$ cat config.mk
export PLATFORM = sky130hd
export DESIGN_NAME = moving_box_flat
export DESIGN_NICKNAME = d
export VERILOG_FILES = /design/src/rtl/pong_pkg.sv /design/src/rtl/moving_box_if.sv /design/src/rtl/box_hit.sv /design/src/rtl/moving_box.sv /design/src/flat_wrapper.sv
export SDC_FILE = /design/constraint.sdc
export NUM_CORES = 1
export LEC_CHECK = 0
export ABC_AREA = 0
export BUFFER_PORTS_ARGS = -buffer_cell sky130_fd_sc_hd__buf_2
export CORE_MARGIN = 5
export CORE_UTILIZATION = 46
export DETAILED_ROUTE_END_ITERATION = 6
export PLACE_DENSITY = 0.68
export SYNTH_ARGS = -nofsm -noshare
export SYNTH_HDL_FRONTEND = slang
export SYNTH_SLANG_ARGS = --single-unit
$ cat constraint.sdc
create_clock -name pixel_clk -period 6.68 [get_ports pixel_clk]
set_clock_uncertainty 0.1 [all_clocks]
set_input_delay 0.334 -clock pixel_clk [delete_from_list [all_inputs] [get_ports pixel_clk]]
set_output_delay 0.334 -clock pixel_clk [all_outputs]
set_load 0.1 [all_outputs]
$ cat src/rtl/pong_pkg.sv
// Shared Pong definitions: coordinate width, screen geometry and the
// serve/run state encoding used by every moving object.
package pong_pkg;
  localparam int COORD_W  = 10;
  localparam int H_RES    = 640;
  localparam int V_RES    = 480;
  localparam int BORDER_W = 2;

  typedef enum logic {SERVE = 1'b0, RUN = 1'b1} state_t;

  typedef struct packed {
    logic left;
    logic right;
    logic top;
    logic bot;
  } walls_t;
endpackage

$ cat src/rtl/moving_box_if.sv
// Scan/control bundle between the VGA timing side and a moving box object.
interface moving_box_if #(parameter int COORD_W = pong_pkg::COORD_W);
  logic               enable;
  logic               frame_tick;
  logic               serve;
  logic               paddle_hit;
  logic [COORD_W-1:0] X_pix;
  logic [COORD_W-1:0] Y_pix;
  logic               box;
  logic [COORD_W-1:0] box_x;
  logic [COORD_W-1:0] box_y;
  logic               wall_left;
  logic               wall_right;
  logic               wall_top;
  logic               wall_bot;
  logic               moving;

  modport master (
    output enable, frame_tick, serve, paddle_hit, X_pix, Y_pix,
    input  box, box_x, box_y, wall_left, wall_right, wall_top, wall_bot, moving
  );

  modport slave (
    input  enable, frame_tick, serve, paddle_hit, X_pix, Y_pix,
    output box, box_x, box_y, wall_left, wall_right, wall_top, wall_bot, moving
  );
endinterface

$ cat src/rtl/box_hit.sv
// Registered "scan pixel inside rectangle" test; shared by ball, paddles and borders.
module box_hit #(
  parameter int COORD_W = pong_pkg::COORD_W,
  parameter int BOX_W   = 5,
  parameter int BOX_H   = 5
) (
  input  logic               pixel_clk,
  input  logic               rst,
  input  logic [COORD_W-1:0] X_pix,
  input  logic [COORD_W-1:0] Y_pix,
  input  logic [COORD_W-1:0] box_x,
  input  logic [COORD_W-1:0] box_y,
  output logic               hit
);
  // One extra bit so the exclusive right/bottom edge never wraps.
  localparam logic [COORD_W:0] W_EXT = (COORD_W+1)'(BOX_W);
  localparam logic [COORD_W:0] H_EXT = (COORD_W+1)'(BOX_H);

  logic [COORD_W:0] px, py, x0, y0;

  assign px = {1'b0, X_pix};
  assign py = {1'b0, Y_pix};
  assign x0 = {1'b0, box_x};
  assign y0 = {1'b0, box_y};

  always_ff @(posedge pixel_clk or posedge rst) begin
    if (rst) hit <= 1'b0;
    else     hit <= (px >= x0) && (px < x0 + W_EXT) && (py >= y0) && (py < y0 + H_EXT);
  end
endmodule

$ cat src/rtl/moving_box.sv
// Frame-stepped bouncing rectangle: serve hold, wall bounce, paddle reversal,
// and a registered per-pixel hit flag for the colour mux.
module moving_box #(
  parameter int COORD_W      = pong_pkg::COORD_W,
  parameter int BOX_W        = 5,
  parameter int BOX_H        = 5,
  parameter int X_INIT       = 320,
  parameter int Y_INIT       = 240,
  parameter int X_MIN        = 2,
  parameter int X_MAX        = 637,
  parameter int Y_MIN        = 2,
  parameter int Y_MAX        = 477,
  parameter int STEP_X       = 2,
  parameter int STEP_Y       = 1,
  parameter int FRAME_DIV    = 1,
  parameter int SERVE_FRAMES = 60
) (
  input  logic         pixel_clk,
  input  logic         rst,
  moving_box_if.slave  bus
);
  import pong_pkg::*;

  if (X_MAX - X_MIN + 1 < BOX_W || Y_MAX - Y_MIN + 1 < BOX_H) begin : g_bad_bounds
    $error("moving_box: play area smaller than the box");
  end
  if (FRAME_DIV < 1 || SERVE_FRAMES < 1 || BOX_W < 1 || BOX_H < 1) begin : g_bad_counts
    $error("moving_box: FRAME_DIV, SERVE_FRAMES, BOX_W and BOX_H must be >= 1");
  end

  localparam int FC_W = $clog2(FRAME_DIV + 1);
  localparam int SC_W = $clog2(SERVE_FRAMES + 1);
  localparam logic [FC_W-1:0]    FC_LAST = FC_W'(FRAME_DIV - 1);
  localparam logic [SC_W-1:0]    SC_LAST = SC_W'(SERVE_FRAMES - 1);
  localparam logic [COORD_W-1:0] X0      = COORD_W'(X_INIT);
  localparam logic [COORD_W-1:0] Y0      = COORD_W'(Y_INIT);

  state_t             state, state_n;
  logic [FC_W-1:0]    frame_cnt, frame_cnt_n;
  logic [SC_W-1:0]    serve_cnt, serve_cnt_n;
  logic               move, tick;
  logic [COORD_W-1:0] box_x, box_y, nx, ny;
  logic               dir_x, dir_y, ndx, ndy, hit_pend, hit;
  walls_t             walls, walls_n;

  // Signed step with clamp-and-reflect at either bound; dir 0 = increasing.
  function automatic void step_axis(
    input  logic [COORD_W-1:0] pos,
    input  logic               dir,
    input  int                 step, size, lo, hi,
    output logic [COORD_W-1:0] npos,
    output logic               ndir,
    output logic               hit_lo,
    output logic               hit_hi
  );
    int n;
    n      = dir ? int'(pos) - step : int'(pos) + step;
    npos   = COORD_W'(n);
    ndir   = dir;
    hit_lo = 1'b0;
    hit_hi = 1'b0;
    if (!dir && n + size - 1 > hi) begin
      npos   = COORD_W'(hi - size + 1);
      ndir   = 1'b1;
      hit_hi = 1'b1;
    end else if (dir && n < lo) begin
      npos   = COORD_W'(lo);
      ndir   = 1'b0;
      hit_lo = 1'b1;
    end
  endfunction

  assign tick = bus.enable & bus.frame_tick;

  always_ff @(posedge pixel_clk or posedge rst) begin
    if (rst) begin
      state     <= SERVE;
      frame_cnt <= '0;
      serve_cnt <= '0;
    end else begin
      state     <= state_n;
      frame_cnt <= frame_cnt_n;
      serve_cnt <= serve_cnt_n;
    end
  end

  always_comb begin
    state_n     = state;
    frame_cnt_n = frame_cnt;
    serve_cnt_n = serve_cnt;
    move        = 1'b0;
    if (bus.serve) begin
      state_n     = SERVE;
      frame_cnt_n = '0;
      serve_cnt_n = '0;
    end else if (tick) begin
      case (state)
        SERVE: begin
          if (serve_cnt == SC_LAST) begin
            serve_cnt_n = '0;
            state_n     = RUN;
          end else begin
            serve_cnt_n = serve_cnt + 1'b1;
          end
        end
        RUN: begin
          if (frame_cnt == FC_LAST) begin
            frame_cnt_n = '0;
            move        = 1'b1;
          end else begin
            frame_cnt_n = frame_cnt + 1'b1;
          end
        end
        default: state_n = SERVE;
      endcase
    end
  end

  // A pending paddle hit flips X before the step so a wall can still clamp it.
  always_comb begin
    walls_n = '0;
    step_axis(box_x, dir_x ^ hit_pend, STEP_X, BOX_W, X_MIN, X_MAX,
              nx, ndx, walls_n.left, walls_n.right);
    step_axis(box_y, dir_y, STEP_Y, BOX_H, Y_MIN, Y_MAX,
              ny, ndy, walls_n.top, walls_n.bot);
  end

  always_ff @(posedge pixel_clk or posedge rst) begin
    if (rst) begin
      box_x    <= X0;
      box_y    <= Y0;
      dir_x    <= 1'b0;
      dir_y    <= 1'b0;
      hit_pend <= 1'b0;
      walls    <= '0;
    end else if (bus.serve) begin
      box_x    <= X0;
      box_y    <= Y0;
      hit_pend <= 1'b0;
      walls    <= '0;
    end else if (move) begin
      box_x    <= nx;
      box_y    <= ny;
      dir_x    <= ndx;
      dir_y    <= ndy;
      hit_pend <= bus.paddle_hit;
      walls    <= walls_n;
    end else begin
      hit_pend <= hit_pend | bus.paddle_hit;
      walls    <= '0;
    end
  end

  box_hit #(.COORD_W(COORD_W), .BOX_W(BOX_W), .BOX_H(BOX_H)) u_hit (
    .pixel_clk (pixel_clk),
    .rst       (rst),
    .X_pix     (bus.X_pix),
    .Y_pix     (bus.Y_pix),
    .box_x     (box_x),
    .box_y     (box_y),
    .hit       (hit)
  );

  assign bus.box        = hit;
  assign bus.box_x      = box_x;
  assign bus.box_y      = box_y;
  assign bus.wall_left  = walls.left;
  assign bus.wall_right = walls.right;
  assign bus.wall_top   = walls.top;
  assign bus.wall_bot   = walls.bot;
  assign bus.moving     = (state == RUN);
endmodule

$ cat src/flat_wrapper.sv
// flat-port wrapper written by rule: the top's interface ports become plain ports
module moving_box_flat import pong_pkg::*;
#(
  parameter int COORD_W      = pong_pkg::COORD_W,
  parameter int BOX_W        = 5,
  parameter int BOX_H        = 5,
  parameter int X_INIT       = 320,
  parameter int Y_INIT       = 240,
  parameter int X_MIN        = 2,
  parameter int X_MAX        = 637,
  parameter int Y_MIN        = 2,
  parameter int Y_MAX        = 477,
  parameter int STEP_X       = 2,
  parameter int STEP_Y       = 1,
  parameter int FRAME_DIV    = 1,
  parameter int SERVE_FRAMES = 60
)
  (pixel_clk, rst, bus_enable, bus_frame_tick, bus_serve, bus_paddle_hit, bus_X_pix, bus_Y_pix, bus_box, bus_box_x, bus_box_y, bus_wall_left, bus_wall_right, bus_wall_top, bus_wall_bot, bus_moving);
  moving_box_if #(.COORD_W(COORD_W)) bus_i ();
  input  logic pixel_clk;
  input  logic rst;
  input wire logic [$bits(bus_i.enable)-1:0] bus_enable;
  input wire logic [$bits(bus_i.frame_tick)-1:0] bus_frame_tick;
  input wire logic [$bits(bus_i.serve)-1:0] bus_serve;
  input wire logic [$bits(bus_i.paddle_hit)-1:0] bus_paddle_hit;
  input wire logic [$bits(bus_i.X_pix)-1:0] bus_X_pix;
  input wire logic [$bits(bus_i.Y_pix)-1:0] bus_Y_pix;
  output wire logic [$bits(bus_i.box)-1:0] bus_box;
  output wire logic [$bits(bus_i.box_x)-1:0] bus_box_x;
  output wire logic [$bits(bus_i.box_y)-1:0] bus_box_y;
  output wire logic [$bits(bus_i.wall_left)-1:0] bus_wall_left;
  output wire logic [$bits(bus_i.wall_right)-1:0] bus_wall_right;
  output wire logic [$bits(bus_i.wall_top)-1:0] bus_wall_top;
  output wire logic [$bits(bus_i.wall_bot)-1:0] bus_wall_bot;
  output wire logic [$bits(bus_i.moving)-1:0] bus_moving;
  assign bus_i.enable = bus_enable;
  assign bus_i.frame_tick = bus_frame_tick;
  assign bus_i.serve = bus_serve;
  assign bus_i.paddle_hit = bus_paddle_hit;
  assign bus_i.X_pix = bus_X_pix;
  assign bus_i.Y_pix = bus_Y_pix;
  assign bus_box = bus_i.box;
  assign bus_box_x = bus_i.box_x;
  assign bus_box_y = bus_i.box_y;
  assign bus_wall_left = bus_i.wall_left;
  assign bus_wall_right = bus_i.wall_right;
  assign bus_wall_top = bus_i.wall_top;
  assign bus_wall_bot = bus_i.wall_bot;
  assign bus_moving = bus_i.moving;
  moving_box #(.COORD_W(COORD_W), .BOX_W(BOX_W), .BOX_H(BOX_H), .X_INIT(X_INIT), .Y_INIT(Y_INIT), .X_MIN(X_MIN), .X_MAX(X_MAX), .Y_MIN(Y_MIN), .Y_MAX(Y_MAX), .STEP_X(STEP_X), .STEP_Y(STEP_Y), .FRAME_DIV(FRAME_DIV), .SERVE_FRAMES(SERVE_FRAMES)) u_core (.pixel_clk(pixel_clk), .rst(rst), .bus(bus_i));
endmodule
==> metrics, run 1 <==
first-pass GRT wire length 17800 um; post-CTS resize count 0; DR WL/cell 16.5 um; Slew Limit Fails 0; Slew @ Worst Pin 0.795 ns; DRT Pass-1 Iters 5; top cell type's share of synthesized area 17.8%; Core ar. 0.00868 mm2; Die ar. 0.0109 mm2; Area contributors post-synth dfrtp_1 18%, ha_1 18%, xnor2_1 7.1%; Clock Tree Buf Depth 2; routed wire length 10500 um; Final Cycle Share 69.7%; DIE HEIGHT 104 um; Cells after Synth 490; synthesis-to-finish area growth 10.4%; Avg Inst Size Synth 8.34 um2; total inserted antenna cells 0; RSZ-0062 raised after global routing false; number of synthesized register bits 35; HP Class input pin to async pin; CTS tree done; postcts setup bufs 0; cell area after placement 0.00438 mm2; Syn Std Cell Area 0.00409 mm2; clock latency at the later pin of the worst-skew pair 0.29 ns; register area share after synthesis 21.6%; Core Rows 34; Clock Pin Slew Worst Setup and Hold Paths 0.08 ns; Commonest cells post-synth 58 x ha_1, 42 x nor2_1, 34 x nand2_1; Starting Density 47.1%; Die W 104 um; largest area contributor in the netlist dfrtp_1; gpl congestion 0.878; largest net degree at the start of global routing 36; syn_nets 574; antenna violations before repair 0; post-detail-place hpwl 8170 um; Residual DRC 0; initial DRC count 259; final setup TNS 0 ns; Cell variety after synth 80; number of synthesized flops with an enable pin 0; reg2reg start u_core.bus.box_x[2]; Main synth FF type dfrtp_1; Reg2Reg Setup Slack 2.02 ns; Hold Vio Cnt, Final 0; final setup fails 0; Final Net Count 613; count leader, synth ha_1; status complete, no violations; GRT Total Usage 19.0%; Clock Tree Root clkbuf_8; worst setup path endpoint u_core.bus.box_x[9]; antenna-violating nets left 0; setup ws final 2.02 ns; dpl cells 630; hold-fix buffers at CTS 0; CP Capture Type register; critical path startpoint category register; Critical Path AT 4.73 ns; fin crit period 4.66 ns; critical setup path kind register to register; post-route cell area 0.00451 mm2; pwr dens 112 mW/mm2; grt ovf 0; fmax 215 MHz; fin cells 638; Port Buffers 51; clk sinks 35; Worst R2R End u_core.bus.box_x[9]; vias per inst 6.09; Place WS 2.11 ns; Ys Warns 0; Worst Reg-to-Reg Cells 16; io pins 52; fraction of layout cells with a size suffix above 1 15.7%; max_cap viols 0; H-tree Lvls 2; Max-slew headroom 46.8%; Worst EP required 6.75 ns; static leakage 1.96 nW; Critical path origin u_core.bus.box_x[2]; Post-synth ARST share 100%; Vias 3888; Crit Path Max Fanout 12; TritonCTS buffer count 5; Peak VDD IR 0.000115 V; vias in the first global route 3712
[flip-flops by register name (all words and copies together) (netlist names)]
name                   flops
u_core.bus.moving          1
u_core.bus.wall_left       1
u_core.bus.wall_top        1
u_core.hit_pend            1
u_core.bus.wall_right      1
u_core.dir_x               1
u_core.bus.box_y          10
u_core.bus.box_x          10
u_core.bus.wall_bot        1
u_core.serve_cnt           6
u_core.u_hit.hit           1
u_core.dir_y               1
[critical path: stages, from the launching register on]
cell       delay (ns)
dfrtp_1          0.51
inv_1            0.16
ha_1             0.23
nor3b_1          0.28
nand2_1          0.11
nor4_1           0.17
a31oi_1          0.12
xnor2_1          0.57
nand3_1          0.22
ha_1             0.33
and3_1           0.13
nand3_1          0.11
nand2b_1         0.16
a2111oi_0        0.37
a311oi_1         0.10
a2111o_1         0.51
a221oi_1         0.35
[where the power goes]
| group | internal [mW] | switching, mW | total (mW) |
|---|---|---|---|
| logic | 0.0257 | 0.0350 | 0.0608 |
| registers | 0.213 | 0.00160 | 0.215 |
| clock network | 0.149 | 0.0807 | 0.230 |
[metal layers]
metal  vias to the layer above  wire length, um  GRT usage [%]
met2                        96             5090           31.6
li1                       1902                -              -
met5                         -                0              0
met1                      1872             4840           25.5
met3                        18              472           3.29
met4                         0              130           4.53
[kinds of logic (layout without fill, tap and decap cells)]
kind of cell | count (synthesis) | after routing | share of synthesized area, %
simple gates | 185 | 185 | 24.5
fa+ha+maj | 58 | 58 | 17.8
xor+xnor | 37 | 37 | 8.30
compound gates | 127 | 127 | 21.9
buf+inv | 45 | 85 | 4.90
mux | 3 | 3 | 1.04
flops | 35 | 35 | 21.6
[area by class of cell]
cell class                 instances  area (um2)
fill                             860        4170
multi-input combinational        410        3000
sequential                        35         883
timing repair buffer              52         263
tap                              108         135
inverter                          25        93.8
clock buffer                       6        72.6
clock inverter                     2        60.1
[worst min path at each step]
stage	cells past startpoint	slack, ns	end
after floorplan	2	0.36	u_core.hit_pend
after global placement	3	0.35	u_core.bus.wall_bot
after detailed placement	3	0.36	u_core.bus.moving
after CTS	3	0.05	u_core.serve_cnt[4]
after global routing	3	0.08	u_core.serve_cnt[4]
final	3	0.03	u_core.bus.moving
[through the flow]
stage	hold slack [ns]	utilization (%)	power [mW]
after detailed placement	0.364	50.4	0.280
final	0.0303	52.0	0.506
after floorplan	0.361	-	0.258
after global placement	0.355	50.4	0.278
after global routing	0.0817	52.0	0.527
after CTS	0.0469	52.0	0.512
[placed cells by master (no fill, tap or decap), types with 4 or more instances in the layout]
master / netlist / layout
o21a_1: 18 / 18
a311oi_1: 4 / 4
nor3_1: 13 / 13
nor2_1: 42 / 42
nor2b_1: 4 / 4
nor4_1: 8 / 8
inv_1: 23 / 23
nor4b_1: 4 / 4
a221oi_1: 5 / 5
a21oi_1: 24 / 24
nand2b_1: 8 / 8
o21ai_1: 7 / 7
o21ai_0: 20 / 20
buf_2: 4 / 51
nand4_1: 12 / 12
nand2_1: 34 / 34
clkbuf_8: 0 / 5
and3_1: 7 / 7
dfstp_2: 6 / 6
xnor2_1: 33 / 33
nand3_1: 24 / 24
dfrtp_1: 29 / 29
a31oi_1: 12 / 12
ha_1: 58 / 58
and2_1: 4 / 4
Power figures use the tool's default switching activity.
==> inputs of run 2 (changes only) <==
==> constraint.sdc (replaced) <==
create_clock -name pixel_clk -period 4.4 [get_ports pixel_clk]
set_clock_uncertainty 0.1 [all_clocks]
set_input_delay 0.22 -clock pixel_clk [delete_from_list [all_inputs] [get_ports pixel_clk]]
set_output_delay 0.22 -clock pixel_clk [all_outputs]
set_load 0.1 [all_outputs]
==> metrics, run 2 (synthesis results as in run 1) <==
Max-slew headroom 39.6% (was 46.8%); reg2reg start u_core.bus.box_x[2] (unchanged); commonest cells after routing, fill and taps aside 57 x ha_1, 52 x buf_2, 42 x nor2_1 (was 58 x ha_1, 51 x buf_2, 42 x nor2_1); Levels on crit path 16 (unchanged); Die ar. 0.0109 mm2 (unchanged); fmax 234 MHz (was 215 MHz); antenna violations before repair 0 (unchanged); synthesis-to-finish area growth 16.2% (was 10.4%); antenna-violating nets left 0 (unchanged); max incr delay on CP 0.47 ns (was 0.57 ns); vias in the first global route 3920 (was 3712); HP Class input pin to register (was input pin to async pin); Residual DRC 0 (unchanged); Worst Reg-to-Reg Cells 16 (unchanged); crit-path cells inv_1 > ha_2 > nand2b_1 > o221a_1 > a31oi_1 > and4bb_4 > nand3_1 > ha_1 > and3_1 > nand3_1 > nand2b_1 > a2111oi_2 > a311oi_1 > a2111o_2 > buf_4 > a221oi_1 (was inv_1 > ha_1 > nor3b_1 > nand2_1 > nor4_1 > a31oi_1 > xnor2_1 > nand3_1 > ha_1 > and3_1 > nand3_1 > nand2b_1 > a2111oi_0 > a311oi_1 > a2111o_1 > a221oi_1); first-pass GRT wire length 18700 um (was 17800 um); clk sinks 35 (unchanged); max_cap viols 0 (unchanged); critical path startpoint category register (unchanged); CP delay by family, top compound AO/OA/AOI/OAI gates (unchanged); Core Rows 34 (unchanged); grt ovf 0 (unchanged); CTS tree done (unchanged); clock latency at the later pin of the worst-skew pair 0.29 ns (about the same); Crit Path Max Fanout 10 (was 12); fraction of layout cells with a size suffix above 1 21.6% (was 15.7%); Starting Density 47.1% (unchanged); DIE HEIGHT 104 um (unchanged); Slew Limit Fails 0 (unchanged); dpl cells 642 (was 630); Hold Vio Cnt, Final 0 (unchanged); most common cell after layout, fill and taps aside ha_1 (unchanged); Peak VDD IR 0.000116 V (was 0.000115 V); vias per inst 6.08 (was 6.09); Vias 4032 (was 3888); TritonCTS buffer count 5 (unchanged); critical setup path kind register to register (unchanged); WHS Path Cells 3; GRT Total Usage 20.2% (was 19.0%); WP buf/inv 2 (was 1); fin cells 663 (was 638); routed wire length 11100 um (was 10500 um); Worst EP required 4.48 ns (was 6.75 ns); utilization after layout 54.7% (was 52.0%); largest net degree at the start of global routing 36 (unchanged); H-tree Lvls 2 (unchanged); Critical path origin u_core.bus.box_x[2] (unchanged); DRT Pass-1 Iters 7 (was 5); Clock Tree Root clkbuf_8 (unchanged); Critical Path AT 4.36 ns (was 4.73 ns); Port Buffers 51 (unchanged); top flop regs u_core.bus.box_x: 10 flops, u_core.bus.box_y: 10 flops, u_core.serve_cnt: 6 flops (unchanged); post-detail-place hpwl 8440 um (was 8170 um); Slew @ Worst Pin 0.896 ns (was 0.795 ns); initial DRC count 241 (was 259); Final Cycle Share 97.3% (was 69.7%); fin crit period 4.28 ns (was 4.66 ns); io pins 52 (unchanged); pwr dens 138 mW/mm2 (was 112 mW/mm2); Die W 104 um (unchanged); DR WL/cell 16.7 um (was 16.5 um); Power, Total 0.653 mW (was 0.506 mW); CP Capture Type register (unchanged); static leakage 2.07 nW (was 1.96 nW); status complete, no violations (unchanged); slowest cell on the critical path dfrtp_2 (was xnor2_1); Core ar. 0.00868 mm2 (unchanged); Clock Tree Buf Depth 2 (unchanged); Final Net Count 638 (was 613); gpl congestion 0.876 (was 0.878); total inserted antenna cells 0 (unchanged); hold path startpoint bus_paddle_hit; final setup fails 0 (unchanged); Clock Pin Slew Worst Setup and Hold Paths 0.07 ns (was 0.08 ns)
run 2: changes by cell type in the layout (fill, tap and decap cells not counted), moves of 2 or more:
cell	delta
buf_4	+22
xnor2_1	-2
dfrtp_1	-3
bufinv_16	-2
dfrtp_2	+3
run 2: path summary, 6_finish.rpt:
path / end / slack (ns)
worst max register to register: u_core.bus.box_x[4] / 0.12
worst max-delay path: u_core.bus.box_x[4] / 0.12
worst min-delay path: u_core.hit_pend / 0.07
worst min register to register: u_core.serve_cnt[1] / 0.47
min in group asynchronous: u_core.bus.wall_top / 0.47
max in group asynchronous: u_core.bus.box_y[6] / 3.38
run 2: worst register-to-register path: stages, from the launching register on:
cell and delay, ns:
dfrtp_2 0.47, inv_1 0.14, ha_2 0.32, nand2b_1 0.17, o221a_1 0.26, a31oi_1 0.25, and4bb_4 0.33, nand3_1 0.11
ha_1 0.31, and3_1 0.15, nand3_1 0.12, nand2b_1 0.19, a2111oi_2 0.28, a311oi_1 0.09, a2111o_2 0.46, buf_4 0.17
a221oi_1 0.24
run 2: stage by stage:
stage | instance area, um2 | hold WS [ns] | TNS, ns | setup WS, ns
2_1_floorplan | 4090 | 0.247 | 0 | 0.00694
3_3_place_gp | 4470 | 0.246 | 0 | 0.203
3_5_place_dp | 4470 | 0.255 | 0 | 0.0298
4_1_cts | 4560 | 0.0617 | 0 | 0.0110
5_1_grt | 4750 | 0.0773 | -0.272 | -0.0621
6_report | 4750 | 0.0671 | 0 | 0.121
run 2: repair_timing:
item                                    in CTS  in global routing
endpoints found under the setup margin       0                 24
setup buffers                                0                 12
gates resized for setup                      0                 16
hold endpoints to repair                    29                  0
hold buffers                                 1                  0
run 2: metal layers:
layer	up-vias	track usage, %	wire (um)
met1	1897	27.6	4960
met3	20	3.79	778
li1	1957	-	-
met5	-	0	0
met4	0	3.61	192
met2	158	33.4	5150
run 2: where the power goes:
group	switching [mW]	leakage, nW	internal (mW)
logic	0.0546	1.56	0.0432
registers	0.00304	0.461	0.324
clock network	0.117	0.0422	0.111
total	0.175	2.07	0.478
run 2: cell type report:
type,instances,area [um2]
fill,837,3930
clock inverter,1,5.00
timing repair buffer,77,463
multi-input combinational,410,3090
clock buffer,7,76.3
tap,108,135
sequential,35,887
inverter,25,93.8
